`src/rtl/pixel_readout_ctrl.sv`:
```
// Pixel array sequencer: erase, expose, ramp convert with a gray counter,
// then row-by-row readout with a valid/ready output word stream.
module pixel_readout_ctrl #(
   parameter int ROWS      = 2,
   parameter int DATA_W    = 8,
   parameter int C_ERASE   = 5,
   parameter int C_EXPOSE  = 255,
   parameter int C_CONVERT = 255,
   parameter int C_READ    = 5,
   localparam int RW = (ROWS > 1) ? $clog2(ROWS) : 1
) (
   input  logic              clk,
   input  logic              reset,
   input  logic              start,
   input  logic              continuous,
   input  logic [15:0]       exp_cycles,
   input  logic [DATA_W-1:0] pix_bus,
   input  logic              out_ready,
   output logic              erase,
   output logic              expose,
   output logic              convert,
   output logic [ROWS-1:0]   read,
   output logic [DATA_W-1:0] gray_cnt,
   output logic [DATA_W-1:0] out_data,
   output logic [RW-1:0]     out_row,
   output logic              out_valid,
   output logic              busy,
   output logic              frame_done
);

   typedef enum logic [2:0] {
      S_IDLE,
      S_ERASE,
      S_EXPOSE,
      S_CONVERT,
      S_READ
   } state_t;

   state_t state, state_nxt;

   logic [15:0]       cnt;
   logic [15:0]       cnt_last;
   logic [15:0]       exp_lat;
   logic [RW-1:0]     row;
   logic [DATA_W-1:0] bin;
   logic              phase_done;
   logic              last_row;
   logic              hs;
   logic              capture;

   always_comb begin
      cnt_last = 16'd0;
      unique case (state)
         S_ERASE:   cnt_last = 16'(C_ERASE - 1);
         S_EXPOSE:  cnt_last = (exp_lat != 16'd0) ? exp_lat - 16'd1
                                                  : 16'(C_EXPOSE - 1);
         S_CONVERT: cnt_last = 16'(C_CONVERT - 1);
         S_READ:    cnt_last = 16'(C_READ - 1);
         default:   cnt_last = 16'd0;
      endcase
   end

   assign phase_done = (cnt == cnt_last);
   assign last_row   = (row == RW'(ROWS - 1));
   assign hs         = (state == S_READ) && out_valid && out_ready;
   assign capture    = (state == S_READ) && !out_valid && phase_done;

   always_ff @(posedge clk or negedge reset) begin
      if (!reset) state <= S_IDLE;
      else        state <= state_nxt;
   end

   always_comb begin
      state_nxt = state;
      unique case (state)
         S_IDLE:    if (start)      state_nxt = S_ERASE;
         S_ERASE:   if (phase_done) state_nxt = S_EXPOSE;
         S_EXPOSE:  if (phase_done) state_nxt = S_CONVERT;
         S_CONVERT: if (phase_done) state_nxt = S_READ;
         S_READ: begin
            if (hs && last_row)
               state_nxt = continuous ? S_ERASE : S_IDLE;
         end
         default:   state_nxt = S_IDLE;
      endcase
   end

   always_comb begin
      erase      = (state == S_ERASE);
      expose     = (state == S_EXPOSE);
      convert    = (state == S_CONVERT);
      read       = '0;
      if (state == S_READ) read = ROWS'(1) << row;
      busy       = (state != S_IDLE);
      frame_done = hs && last_row;
   end

   // The settle counter freezes while a captured word waits for out_ready.
   always_ff @(posedge clk or negedge reset) begin
      if (!reset) begin
         cnt       <= '0;
         exp_lat   <= '0;
         row       <= '0;
         bin       <= '0;
         gray_cnt  <= '0;
         out_data  <= '0;
         out_row   <= '0;
         out_valid <= 1'b0;
      end else begin
         gray_cnt <= bin ^ (bin >> 1);

         if (state_nxt != state)
            cnt <= '0;
         else if (hs)
            cnt <= '0;
         else if (state != S_IDLE && !(state == S_READ && out_valid))
            cnt <= cnt + 16'd1;

         if (state_nxt == S_ERASE && state != S_ERASE) begin
            exp_lat <= exp_cycles;
            bin     <= '0;
         end else if (state == S_CONVERT) begin
            bin <= bin + DATA_W'(1);
         end

         if (state_nxt == S_READ && state != S_READ)
            row <= '0;
         else if (hs && !last_row)
            row <= row + RW'(1);

         if (capture) begin
            out_data  <= pix_bus;
            out_row   <= row;
            out_valid <= 1'b1;
         end else if (hs) begin
            out_valid <= 1'b0;
         end
      end
   end

endmodule

```
`config.mk`:
```
export PLATFORM = sky130hd
export DESIGN_NAME = pixel_readout_ctrl
export DESIGN_NICKNAME = d
export VERILOG_FILES = /design/src/rtl/pixel_readout_ctrl.sv
export SDC_FILE = /design/constraint.sdc
export NUM_CORES = 1
export LEC_CHECK = 0
export ABC_AREA = 1
export BUFFER_PORTS_ARGS = -buffer_cell sky130_fd_sc_hd__clkbuf_2
export CAP_MARGIN = 30
export CORE_ASPECT_RATIO = 1.2
export CORE_MARGIN = 3
export CORE_UTILIZATION = 52
export CTS_BUF_LIST = sky130_fd_sc_hd__clkbuf_16
export DETAILED_ROUTE_END_ITERATION = 10
export PLACE_DENSITY = 0.83
export SYNTH_ARGS = -nofsm -noshare
export SYNTH_HDL_FRONTEND = slang
export SYNTH_SLANG_ARGS = --single-unit
```
`constraint.sdc`:
```
create_clock -name clk -period 2.15 [get_ports clk]
set_input_delay 0.43 -clock clk [delete_from_list [all_inputs] [get_ports clk]]
set_output_delay 0.43 -clock clk [all_outputs]
set_load 0.005 [all_outputs]
```
==> summary.md <==
| Metric | Value |
|---|---|
| Core Area | 6570 um2 |
| DIE HEIGHT | 97.1 um |
| Initial antenna violation count | 0 |
| CTS sink count | 62 |
| Register area share after synthesis | 43.1% |
| DIE WIDTH | 82.0 um |
| Global-route wire length before repair | 18200 um |
| DP HPWL | 6810 um |
| Req. time, crit path | 2370 ps |
| Vias per std cell | 5.48 |
| Clk pwr share | 23.6% |
| Period utilization | 119% |
| # diodes | 0 |
| Max-Cap Viols | 0 |
| Worst IR Drop VDD | 952 uV |
| Critical Path AT | 2770 ps |
| Multi-input logic area | 2050 um2 |
| P_leak | 0.00256 uW |
| Synth Register Bits | 62 |
| Clock Skews | 4.46 ps |
| Commonest cells after routing, fill and taps aside | nand2_1 (118), dfrtp_1 (60), buf_4 (60) |
| Final ANT Viol Nets | 0 |
| Normalized max-slew margin | 63.2% |
| Post-synth net total | 507 |
| Share of the synthesized area in the top cell type | 43.1% |
| Share of layout cells above drive strength 1 | 37.9% |
| Core Util, Final | 78.7% |
| Final WS setup | -401 ps |
| DRT Wirelength | 11500 um |
| Failing checks | negative setup slack |
| Num CTS Buffers | 9 |
| NetSw | 2780 uW |
| Hold Path Class | in -> async |
| Area Overhead vs Synth | 43.6% |
| GPL Wtd Cong | 0.905 |
| DRC | 0 |
| Worst reg2reg path depth | 17 |
| Vias | 3806 |
| Power Density | 1290 nW/um2 |
| Type of the worst setup path | reg -> reg |
| Setup Total Neg Slack | -10460 ps |
| FP Rows | 32 |
| Fmax | 392 MHz |
| Yosys warnings | 0 |
| Cells after Synth | 470 |
| Slew Viols, Final | 0 |
| Internal Pwr Total | 3900 uW |
| Status | finished, violations left |
| Vias in the first global route | 4072 |
| Crit path max fanout | 8 |
| # IOs | 54 |
| Final hold violations | 0 |
| First-pass DRT Iterations | 5 |
| H-tree Lvls | 3 |
| IO buf count | 53 |
| Worst Setup Start Kind | flop |
| Worst Tran Pin Value | 552 ps |
| Comb pwr share | 49.4% |
| Sw Share | 41.6% |
| Most common cell after layout, fill and taps aside | nand2_1 |
| Total gr overflow | 0 |
| Worst hold slack | 70.4 ps |
| Place WS | -295 ps |
| Fillcell total | 401 |
| Final-stage net count | 641 |
| Synth area leaders | dfrtp_1 (43%), nand2_1 (14%), nor2_1 (6.3%) |
| DR WL/cell | 16.6 um |
| Reg area | 1550 um2 |
| Clock Latency Late Sink | 340 ps |
| CTS tree | done |
| Largest net degree at the start of global routing | 38 |
| Crit. End Element | flop |
| Drt initial violations | 223 |
| Tmin final | 2550 ps |
| Initial Utilization | 54.8% |
| Die Area | 7960 um2 |
| Post-Syn Area | 3600 um2 |
| Count of cell types in the netlist | 33 |
| Syn Area/Cell | 7.66 um2 |
| Sequential power share | 27.0% |
| Post-synth top area cell | dfrtp_1 |
| Post-DP Area | 4380 um2 |
| Unrepaired setup endpoints after global routing | true |
| Post-route cell area | 5170 um2 |
| Tot GR Track Use | 29.6% |
| CTS Buffer Depth | 2 |
| Clock transition at the registers of the reported paths | 60 ps |
| Clk Tree Root Cell | clkbuf_16 |
| Setup violators final | 31 |
final timing paths:
kind                          startpoint           to  slack [ps]
setup / recovery              exp_lat[2]       cnt[1]        -400
hold / removal                     reset   exp_lat[7]          70
setup reg to reg              exp_lat[2]       cnt[1]        -400
hold reg to reg                   bin[7]  gray_cnt[7]         480
max in group asynchronous          reset       cnt[0]        1370
min in group clk           exp_cycles[5]   exp_lat[5]         300
cells in the mapped netlist:
library cell  instances
nand3b_1              2
nand3_4               1
nor2_2               14
nand3_2               1
inv_1                58
clkbuf_1              2
a21oi_1               2
ha_1                  8
nor4_2                1
o21ai_2               5
o21ai_0              22
nand2_4               1
nand4_1              10
buf_6                 4
xor2_1               22
o22ai_1               1
o21ai_1               5
buf_2                 1
nor3_1                4
nand2_1             132
nor2_1               60
o31ai_1               1
nor2_4                3
mux2i_1               1
buf_1                 1
xnor2_1               1
o21bai_2              1
inv_2                 4
nor3_4                1
a21oi_4               2
nand3_1              34
dfrtp_1              62
nand2_2               3
metal layers:
metal	vias up	wire length [um]	GRT usage [%]
met5	-	0	0
met3	74	619	5.94
met1	1809	3970	30.7
met2	181	6130	50.8
li1	1742	-	-
met4	0	818	21.2
worst max-delay path, cell delays in order, from the launching register on:
cell and delay [ps]:
dfrtp_1 470, nor2_4 230, nand2_8 100, nor2_4 150
nand2_1 110, nand4_1 140, nand2_1 80, nand2_1 60
nand2_1 50, nor2_1 140, nand2_1 120, nor2_4 160
nand4_1 150, nand2_1 130, nor2_2 50, nand2_2 80
buf_6 160, nor2_2 50
metrics by stage:
stage	std cells	power [uW]
after floorplan	470	3250
after global placement	655	4270
after detailed placement	655	4380
after CTS	682	6450
after global routing	694	7080
final	694	6680
sequential cells by signal, summed over array words and instances, names as in the netlist:
| signal | cells |
|---|---|
| cnt | 16 |
| exp_lat | 16 |
| bin | 8 |
| gray_cnt | 8 |
| out_data | 8 |
| state | 3 |
| last_row | 1 |
| out_row | 1 |
| out_valid | 1 |
what timing repair did:
item	in CTS	in global routing
gates resized for setup	42	41
hold buffers	0	0
setup endpoints to repair	30	33
pin swaps	6	20
gates cloned	4	2
setup buffers	7	12
final cells by class:
class	count	share of cell area (%)
flip-flops and latches	62	30.1
repair buffers	126	17.0
clock inverters	7	1.89
well taps	85	2.06
multi-input cells	343	39.6
clock buffers	9	4.36
inverters	62	4.94
power groups by stage:
stage / Sequential, uW / Clock [uW] / Combinational (uW)
after detailed placement: 1750 / 0 / 2630
after CTS: 1760 / 1590 / 3100
after floorplan: 1740 / 0 / 1520
final: 1800 / 1580 / 3300
after global placement: 1730 / 0 / 2540
after global routing: 1840 / 1640 / 3600
cell families after synthesis:
family	Yosys count	share of synthesized area, %
adder cells (fa/ha/maj)	8	2.78
AND/OR/NAND/NOR	267	33.2
multiplexers	1	0.278
flip-flops	62	43.1
XOR/XNOR	23	5.60
buffers and inverters	70	8.17
AO/OA/AOI/OAI	39	6.85
Note: power is estimated with default switching activity, not from simulation.
